===== src/rtl/md4_engine.sv =====
`default_nettype none
// md4_engine: MD4 / NTLM hash engine, byte-stream in, 128-bit digest out, 1/2/4 steps per cycle.
// Optional MD4_ENGINE_CMP_EN adds TARGET_IN and a registered MATCH_OUT comparator.
module md4_engine #(
  parameter int STEPS_PER_CYCLE = 1,
  parameter int LEN_W           = 32
) (
  input  logic             CLK,
  input  logic             RESET_N,
  input  logic             START_IN,
  input  logic             NTLM_IN,
  input  logic [LEN_W-1:0] LEN_IN,
  input  logic [7:0]       IN_DATA,
  input  logic             IN_VALID,
  output logic             IN_READY,
  output logic             BUSY_OUT,
  output logic [127:0]     DIGEST_OUT,
  output logic             DIGEST_VALID,
  input  logic             DIGEST_READY
`ifdef MD4_ENGINE_CMP_EN
  ,
  input  logic [127:0]     TARGET_IN,
  output logic             MATCH_OUT
`endif
);

  localparam int S         = STEPS_PER_CYCLE;
  localparam int LAST_STEP = 48 - S;

  localparam logic [31:0] IV_A = 32'h67452301;
  localparam logic [31:0] IV_B = 32'hefcdab89;
  localparam logic [31:0] IV_C = 32'h98badcfe;
  localparam logic [31:0] IV_D = 32'h10325476;

  if (!(S == 1 || S == 2 || S == 4)) begin : g_bad_steps
    $error("md4_engine: STEPS_PER_CYCLE must be 1, 2 or 4");
  end

  typedef enum logic [2:0] {
    ST_IDLE  = 3'd0,
    ST_LOAD  = 3'd1,
    ST_PAD   = 3'd2,
    ST_ROUND = 3'd3,
    ST_ADD   = 3'd4,
    ST_OUT   = 3'd5
  } state_t;

  state_t           state_q, state_d;
  logic             ntlm_q;
  logic [LEN_W-1:0] rem_q;
  logic [LEN_W:0]   efflen_q;
  logic [6:0]       ptr_q;
  logic [511:0]     blk_q;
  logic [31:0]      a_q, b_q, c_q, d_q;
  logic [31:0]      wa_q, wb_q, wc_q, wd_q;
  logic [5:0]       step_q;
  logic             padded_q;
  logic             last_q;

  logic             accept;
  logic [63:0]      bitlen;
  logic [31:0]      sum_a, sum_b, sum_c, sum_d;

  function automatic logic [3:0] word_sel(input logic [5:0] i);
    logic [3:0] j;
    j = i[3:0];
    case (i[5:4])
      2'd0:    word_sel = j;
      2'd1:    word_sel = {j[1:0], j[3:2]};
      default: word_sel = {j[0], j[1], j[2], j[3]};
    endcase
  endfunction

  function automatic logic [4:0] shamt(input logic [5:0] i);
    case ({i[5:4], i[1:0]})
      4'b0000: shamt = 5'd3;
      4'b0001: shamt = 5'd7;
      4'b0010: shamt = 5'd11;
      4'b0011: shamt = 5'd19;
      4'b0100: shamt = 5'd3;
      4'b0101: shamt = 5'd5;
      4'b0110: shamt = 5'd9;
      4'b0111: shamt = 5'd13;
      4'b1000: shamt = 5'd3;
      4'b1001: shamt = 5'd9;
      4'b1010: shamt = 5'd11;
      default: shamt = 5'd15;
    endcase
  endfunction

  function automatic logic [31:0] bool_f(input logic [5:0] i, input logic [31:0] b,
                                         input logic [31:0] c, input logic [31:0] d);
    case (i[5:4])
      2'd0:    bool_f = (b & c) | (~b & d);
      2'd1:    bool_f = (b & c) | (b & d) | (c & d);
      default: bool_f = b ^ c ^ d;
    endcase
  endfunction

  function automatic logic [31:0] round_k(input logic [5:0] i);
    case (i[5:4])
      2'd0:    round_k = 32'h00000000;
      2'd1:    round_k = 32'h5a827999;
      default: round_k = 32'h6ed9eba1;
    endcase
  endfunction

  function automatic logic [31:0] rotl(input logic [31:0] x, input logic [4:0] s);
    logic [63:0] t;
    t = {x, x} << s;
    return t[63:32];
  endfunction

  // Chain of S combinational steps; the tuple rotates (a,b,c,d) -> (d,a',b,c) after each step.
  logic [31:0] ra [S+1];
  logic [31:0] rb [S+1];
  logic [31:0] rc [S+1];
  logic [31:0] rd [S+1];

  assign ra[0] = wa_q;
  assign rb[0] = wb_q;
  assign rc[0] = wc_q;
  assign rd[0] = wd_q;

  for (genvar g = 0; g < S; g++) begin : g_step
    logic [5:0]  idx;
    logic [31:0] x;
    logic [31:0] sum;
    assign idx     = step_q + 6'(g);
    assign x       = blk_q[{word_sel(idx), 5'b00000} +: 32];
    assign sum     = ra[g] + bool_f(idx, rb[g], rc[g], rd[g]) + x + round_k(idx);
    assign ra[g+1] = rd[g];
    assign rb[g+1] = rotl(sum, shamt(idx));
    assign rc[g+1] = rb[g];
    assign rd[g+1] = rc[g];
  end

  assign accept = IN_VALID & IN_READY;
  assign bitlen = 64'(efflen_q) << 3;
  assign sum_a  = a_q + wa_q;
  assign sum_b  = b_q + wb_q;
  assign sum_c  = c_q + wc_q;
  assign sum_d  = d_q + wd_q;

  always_ff @(posedge CLK) begin
    if (!RESET_N) state_q <= ST_IDLE;
    else          state_q <= state_d;
  end

  always_comb begin
    state_d      = state_q;
    IN_READY     = 1'b0;
    BUSY_OUT     = (state_q != ST_IDLE);
    DIGEST_VALID = 1'b0;
    DIGEST_OUT   = '0;
    case (state_q)
      ST_IDLE:  if (START_IN) state_d = ST_LOAD;
      ST_LOAD: begin
        IN_READY = (rem_q != '0) && !ptr_q[6];
        if (ptr_q[6])          state_d = ST_ROUND;
        else if (rem_q == '0)  state_d = ST_PAD;
      end
      ST_PAD:   state_d = ST_ROUND;
      ST_ROUND: if (step_q == 6'(LAST_STEP)) state_d = ST_ADD;
      ST_ADD: begin
        // A full final block leaves padding (or the length-only block) still to do.
        if (rem_q != '0)  state_d = ST_LOAD;
        else if (!last_q) state_d = ST_PAD;
        else              state_d = ST_OUT;
      end
      ST_OUT: begin
        DIGEST_VALID = 1'b1;
        DIGEST_OUT   = {d_q, c_q, b_q, a_q};
        if (DIGEST_READY) state_d = ST_IDLE;
      end
      default:  state_d = ST_IDLE;
    endcase
  end

  always_ff @(posedge CLK) begin
    if (!RESET_N) begin
      ntlm_q   <= 1'b0;
      rem_q    <= '0;
      efflen_q <= '0;
      ptr_q    <= '0;
      blk_q    <= '0;
      a_q      <= IV_A;
      b_q      <= IV_B;
      c_q      <= IV_C;
      d_q      <= IV_D;
      wa_q     <= IV_A;
      wb_q     <= IV_B;
      wc_q     <= IV_C;
      wd_q     <= IV_D;
      step_q   <= '0;
      padded_q <= 1'b0;
      last_q   <= 1'b0;
    end else begin
      case (state_q)
        ST_IDLE: if (START_IN) begin
          ntlm_q   <= NTLM_IN;
          rem_q    <= LEN_IN;
          efflen_q <= NTLM_IN ? {LEN_IN, 1'b0} : {1'b0, LEN_IN};
          ptr_q    <= '0;
          blk_q    <= '0;
          a_q      <= IV_A;
          b_q      <= IV_B;
          c_q      <= IV_C;
          d_q      <= IV_D;
          wa_q     <= IV_A;
          wb_q     <= IV_B;
          wc_q     <= IV_C;
          wd_q     <= IV_D;
          step_q   <= '0;
          padded_q <= 1'b0;
          last_q   <= 1'b0;
        end
        ST_LOAD: if (accept) begin
          // The UTF-16LE high byte is already zero in the cleared buffer.
          blk_q[{ptr_q[5:0], 3'b000} +: 8] <= IN_DATA;
          ptr_q <= ptr_q + (ntlm_q ? 7'd2 : 7'd1);
          rem_q <= rem_q - LEN_W'(1);
        end
        ST_PAD: begin
          if (!padded_q) begin
            blk_q[{ptr_q[5:0], 3'b000} +: 8] <= 8'h80;
            padded_q <= 1'b1;
            if (ptr_q[5:0] <= 6'd55) begin
              blk_q[511:448] <= bitlen;
              last_q         <= 1'b1;
            end
          end else begin
            blk_q[511:448] <= bitlen;
            last_q         <= 1'b1;
          end
        end
        ST_ROUND: begin
          step_q <= step_q + 6'(S);
          wa_q   <= ra[S];
          wb_q   <= rb[S];
          wc_q   <= rc[S];
          wd_q   <= rd[S];
        end
        ST_ADD: begin
          a_q    <= sum_a;
          b_q    <= sum_b;
          c_q    <= sum_c;
          d_q    <= sum_d;
          wa_q   <= sum_a;
          wb_q   <= sum_b;
          wc_q   <= sum_c;
          wd_q   <= sum_d;
          blk_q  <= '0;
          ptr_q  <= '0;
          step_q <= '0;
        end
        default: ;
      endcase
    end
  end

`ifdef MD4_ENGINE_CMP_EN
  logic match_q;

  always_ff @(posedge CLK) begin
    if (!RESET_N)
      match_q <= 1'b0;
    else if (state_q == ST_ADD && state_d == ST_OUT)
      match_q <= ({sum_d, sum_c, sum_b, sum_a} == TARGET_IN);
    else if (state_q == ST_OUT && DIGEST_READY)
      match_q <= 1'b0;
  end

  assign MATCH_OUT = match_q;
`endif

endmodule
`default_nettype wire


===== config.mk =====
export PLATFORM = sky130hd
export DESIGN_NAME = md4_engine
export DESIGN_NICKNAME = d
export VERILOG_FILES = /design/src/rtl/md4_engine.sv
export SDC_FILE = /design/constraint.sdc
export NUM_CORES = 2
export LEC_CHECK = 0
export CAP_MARGIN = 20
export CORE_MARGIN = 10
export CORE_UTILIZATION = 60
export CTS_BUF_LIST = sky130_fd_sc_hd__clkbuf_4 sky130_fd_sc_hd__clkbuf_8
export DETAILED_ROUTE_END_ITERATION = 12
export DONT_BUFFER_PORTS = 1
export MAX_ROUTING_LAYER = met4
export PLACE_DENSITY = 0.76
export SLEW_MARGIN = 15
export SYNTH_ARGS = -nofsm -noshare
export SYNTH_HDL_FRONTEND = slang
export SYNTH_SLANG_ARGS = --single-unit

===== constraint.sdc =====
create_clock -name CLK -period 7.58 [get_ports CLK]
set_input_delay 1.137 -clock CLK [delete_from_list [all_inputs] [get_ports CLK]]
set_output_delay 1.137 -clock CLK [all_outputs]
set_load 0.05 [all_outputs]

## After elaboration in Yosys (flattened, before gate mapping)

Memory sizes are Yosys's and may differ from the RTL's. A register that Yosys moved wholly into a read port is not among the register bits.
Index checks and enable logic that the tools add are counted.

| cells by class | value |
|---|---|
| multiplexer cells | 51 |
| shifts and indexed selects | 5 |
| $add $sub $neg | 11 |
| eq/ne operators | 14 |
| reductions and logical operators | 23 |
| order comparisons | 1 |
| bitwise gates (word level) | 11 |

Operators by type and width:

| cell | count |
|---|---|
| 512-bit case mux with 4 select lines | 1 |
| 512-bit bitwise mux | 2 |
| 512-bit two-way mux | 2 |
| 8-bit by 11-bit variable shift with 512-bit output, first input constant | 1 |
| 512-bit by 10-bit variable part select with 32-bit output | 1 |
| 8-bit by 11-bit variable part select with 512-bit output | 1 |
| 8-bit by 11-bit variable part select with 512-bit output, first input constant | 1 |
| 448-bit two-way mux | 1 |
| 32-bit case mux with 2 select lines | 6 |
| 32-bit case mux with 3 select lines | 4 |
| 32-bit adder | 7 |
| 32-bit two-way mux | 6 |
| 32-bit bitwise AND | 4 |
| 128-bit two-way mux | 1 |
| 64-bit two-way mux | 2 |
| 32-bit bitwise OR | 3 |
| 64-bit by 5-bit << shifter with 64-bit output | 1 |
| 32-bit XOR | 2 |
| 31-bit case mux with 2 select lines | 1 |
| 33-bit two-way mux | 1 |
| 32-bit logical NOT | 1 |
| 32-bit NOT | 1 |
| 32-bit nonzero test | 1 |
| 32-bit by 1-bit subtractor with 32-bit output, second input constant | 1 |
| other kinds (33) | 64 |

| word-level totals | value |
|---|---|
| memory bits (read-only) | 64 |
| input bits | 46 |
| bits in registers | 852 |
| memories | 1 |
| word-level logic and storage cells | 135 |

Memories:

| name | depth | bits a word | read ports | clocked after memory_dff | write ports | line | source |
|---|---|---|---|---|---|---|---|
| (no name shown) | 16 | 4 | 1 | 1 | 0 | 75 | `case ({i[5:4], i[1:0]})` |

## Depth between registers and ports, before layout

| depth | value |
|---|---|
| depth in word-level cells | 9 |
| depth in mapped cells | 27 |
| depth with buffers taken out | 24 |

## Least setup slack after synthesis

No wires, ideal clock.

| timing | value |
|---|---|
| kind | reg-to-reg |
| from | register step_q[5] |
| to | register wb_q[10] |
| cell stages (with the launch flop) | 26 |
| library setup time | 0.144 ns |
| path buffers | 4 |
| setup slack | 0.772 ns |
| period minus slack after synthesis | 6.808 ns |
| required time | 7.436 ns |
| data arrival time | 6.664 ns |
| cells stage by stage | dfxtp_1 > clkbuf_1 > buf_2 > nor2_1 > a21oi_1 > clkbuf_1 > buf_2 > mux4_2 > a211oi_1 > a21oi_1 > fa_1 > inv_1 > fa_1 > inv_1 > ha_1 > a21o_1 > or3_1 > o211ai_2 > o211ai_1 > o21ai_1 > mux2_2 > a22oi_1 > o32ai_1 > a311o_1 > a32oi_1 > a41oi_1 |

| between the ends | value |
|---|---|
| longest elaborated chain between the ends | 7 |
| elaborated cells between the ends (all ways) | 11 |
| those cells by class | 3 x add/sub; 1 x eq/ne; 2 x shift; 4 x mux; 1 x reduce/logical |

Ends and longest elaborated chain:

| item | line | source |
|---|---|---|
| from (decl) | 56 | `logic [5:0] step_q;` |
| from (signal assigned) | 238 | `step_q <= step_q + 6'(S);` |
| 2-bit by 1-bit == test with 1-bit output or 2-bit logical NOT (tied branches) | 67, 93, 101 |  |
| 4-bit case mux with 2 select lines or 32-bit case mux with 2 select lines (tied branches) | 67, 93 |  |
| 512-bit by 10-bit variable part select with 32-bit output or 32-bit adder (tied branches) | 130, 131 |  |
| 32-bit adder | 131 | `assign sum = ra[g] + bool_f(idx, rb[g], rc[g], rd[g]) + x + round_k(idx);` |
| 32-bit adder (*) | 131 |  |
| 64-bit by 5-bit << shifter with 64-bit output (*) | 110 | `t = {x, x} << s;` |
| 32-bit case mux with 3 select lines (*) | 199 | `case (state_q)` |
| to (signal assigned) | 240 | `wb_q <= rb[S];` |
| to (signal assigned) | 250 | `wb_q <= sum_b;` |
| to (decl) | 55 | `logic [31:0] wa_q, wb_q, wc_q, wd_q;` |

Every way passes the cells marked *; elsewhere a longest branch is shown, timed or not.
A chain may end at the register's enable or synchronous reset.

## Worst setup path in the final report

| timing | value |
|---|---|
| from | register step_q[4] |
| to | register wb_q[15] |

Same word-level chain as after synthesis.

==> metrics.yaml <==
run_status:
  status: "completed"
place:
  dp_slack_ps: 594.1
  io_buffers: 0
  post-dp-hpwl_microns: 132200
  routabilityCongestion: 1.031
final_layout:
  nets: 6207
  final_core_util: 0.6507
  syn2layout_area_growth_pct: 7.387
  drive_above_1_share: 0.1101
routing:
  vias_per_cell: 6.858
  detail-route-antenna-nets: 0
  routed_wirelength_microns: 189500
  wire_per_inst_microns: 26.50
  drt_iter0_drc: 6651
  remaining_drc_errors: 0
  drt_first_pass_iters: 9
  num_vias: 49040
timing:
  fin_setup_tns_ps: 0
  fmax_ghz: 0.1392
  worstMarginPinSlew_ps: 1176
  worst_slack_ps: 396.7
  setup_viol_count_final: 0
  clock_skew_ps: 66.87
  hold_viol: 0
  slew_headroom: 0.2154
  whs_ps: 347.4
  post-route-period-util: 0.9477
  rsz0062_at_grt: "no"
  finalCriticalPeriod_ps: 7183
  slew_viol_final: 0
clocking:
  cts-root-buf: "clkbuf_8"
  hold_buffers: 0
  cts_resized: 0
  cts_buffers: 149
  cts_num_sinks: 856
  cts_buffer_depth: 3
  h-tree-depth: 4
  clkLatencyLatePin_ps: 910
  cts_tree: "yes"
  path_clk_slew_ps: 60
  cts_setup_buffers: 0
global_routing:
  grt_start_max_net_pins: 234
  grt-ovfl-total: 0
  grtUsageTotal: 0.3850
  grt_pass1_wl_microns: 283800
  first_global_vias: 45260
  antenna_found_initial: 3
critical_path:
  worstPathRequired_ps: 8310
  cp_max_fo: 37
  worstSetupPathType: "reg -> reg"
  critPathCaptureType: "flop"
  cp_slowest_cell: "a211oi_1"
  cp.arrival_ps: 7920
  crit_top_cell: "o21ai_0"
  cp-start-kind: "flop"
  cp_cell_sequence: "mux2i_1, nor2_1, a21oi_4, buf_12, buf_12, mux4_2, a211oi_1, a21oi_1, fa_1, fa_1, ha_1, o21ai_0, o21bai_1, o21ai_0, o21ai_1, a21oi_1, o21ai_0, xnor2_1, mux4_2, o21a_1, a21oi_1, o21ai_0"
  cpPeakStageDelay_ps: 580
logic_synthesis:
  synth_fp_nets: 6410
  ys_types: 95
  syn-mean-instance-area_sq_um: 8.309
  yosysWarnings: 0
  ys_seq_elements: 856
  synth.cell_area_sq_um: 50710
  synth-edff-count: 0
  synth_cells: 6103
  async_reset_ff_frac: 0
  ys.flop_type: "dfxtp_1"
  ys_seq_area_frac: 0.3379
min_path:
  hold_path.class: "in -> reg"
floorplanning:
  core_area_sq_um: 83690
  rows: 106
  die_h_microns: 310.7
  die_x_microns: 310.7
  start_util: 0.6060
  design.die.area_sq_um: 96550
  ios: 177
power:
  power.leakage_nw: 21.70
  p_per_area_nw_per_um2: 233.9
  ir_worst_vdd_uv: 201.8
  finalPower_mw: 12.74
job:
  cap_viol_max_count: 0
==> critical path: cells and delay by family (launching register included) <==
kind,cells,cell delay [ps]
xor+xnor,1,130
flops,1,420
mux,3,1230
simple gates,1,80
buf+inv,2,620
fa+ha+maj,3,1240
compound gates,12,3240
==> cell usage after synthesis, drive strengths merged (27+ instances only) <==
cell type,instances,share of area
nand2,574,0.044
and3,149,0.018
o21ai,459,0.045
o221a,62,0.014
a211oi,85,0.013
o21a,44,0.0065
o221ai,27,0.0047
and2,36,0.0044
nand2b,34,0.0042
a21oi,573,0.057
o211ai,81,0.012
xor2,66,0.011
fa,92,0.036
inv,236,0.017
a221oi,29,0.0051
xnor2,84,0.015
o22ai,46,0.0057
a21o,71,0.011
buf,82,0.0087
a22oi,59,0.0087
or3,27,0.0034
mux4,131,0.058
nor2b,38,0.0047
o211a,30,0.0059
o31ai,32,0.0047
clkbuf,352,0.026
dfxtp,856,0.34
mux2i,132,0.026
a31oi,100,0.013
ha,169,0.042
nand3,131,0.013
mux2,31,0.0069
nor3,180,0.018
nor2,750,0.056
==> state kept, by name, indices dropped and copies added, names as in the netlist, 3 cells and up, named ones only <==
register / cells
wa_q: 32
blk_q: 512
efflen_q: 33
state_q: 3
wb_q: 32
c_q: 32
wc_q: 32
ptr_q: 7
b_q: 32
d_q: 32
wd_q: 32
step_q: 6
rem_q: 32
a_q: 32
==> routing by layer <==
metal	vias up	global-route usage	wire, microns
met4	0	0.2514	14850
met2	3447	0.5577	80180
li1	21740	-	-
met1	23070	0.4787	70280
met3	791	0.08817	24180
met5	-	-	0
==> area by class of cell <==
type / instances / area [sq um]
clock buffers: 227 / 2893
repair buffers: 80 / 729.5
inverters: 237 / 897.1
clock inverters: 36 / 307.8
flip-flops and latches: 856 / 17140
multi-input cells: 4576 / 31060
fillers: 7129 / 29230
diodes: 5 / 12.51
well taps: 1134 / 1419
==> power breakdown <==
| group | switching, mW | leakage (nW) | internal (mW) |
|---|---|---|---|
| logic | 2.25 | 13.1 | 1.05 |
| registers | 0.185 | 6.92 | 4.61 |
| clock network | 2.14 | 1.70 | 2.49 |
| total | 4.58 | 21.7 | 8.16 |
==> logic make-up (layout without fill, tap and decap cells) <==
family	Yosys count	count (layout)	share of synthesized area
adders and majority gates	261	261	0.07802
xor gates and xnor gates	150	150	0.02591
muxes	294	294	0.09136
and+or+nand+nor	1995	1995	0.1771
buffers and inverters	671	580	0.05233
other	0	5	0
DFF	856	856	0.3379
AOI/OAI and AO/OA	1876	1876	0.2374
==> placed cells by master (no fill, tap or decap), types with 30 or more instances in the layout <==
master	n
a211oi_1	85
a21o_1	71
a21oi_1	566
a22oi_1	59
a31oi_1	99
and2_1	30
and3_1	149
buf_4	68
clkbuf_4	37
clkbuf_8	190
dfxtp_1	854
fa_1	92
ha_1	169
inv_1	234
mux2_2	31
mux2i_1	131
mux4_2	131
nand2_1	552
nand2b_1	33
nand3_1	129
nor2_1	737
nor2b_1	36
nor3_1	175
o211a_1	30
o211ai_1	80
o21a_1	44
o21ai_0	439
o221a_2	61
o22ai_1	46
o31ai_1	32
xnor2_1	84
xor2_1	66
==> metrics by stage <==
stage | std cells | instance area, sq um
after floorplan | 6103 | 50710
after global placement | 6878 | 51160
after detailed placement | 6879 | 51180
after CTS | 7142 | 54380
after global routing | 7149 | 54450
final | 7151 | 54460
==> worst paths after layout <==
| check | from | to | slack, ps | cells after the start |
|---|---|---|---|---|
| hold reg to reg | blk_q[231] | blk_q[231] | 450 | 2 |
| setup / recovery | step_q[4] | wb_q[15] | 400 | 22 |
| hold / removal | RESET_N | wc_q[2] | 350 | 1 |
| setup reg to reg | step_q[4] | wb_q[15] | 400 | 22 |
Note: power is estimated with default switching activity, not from simulation.
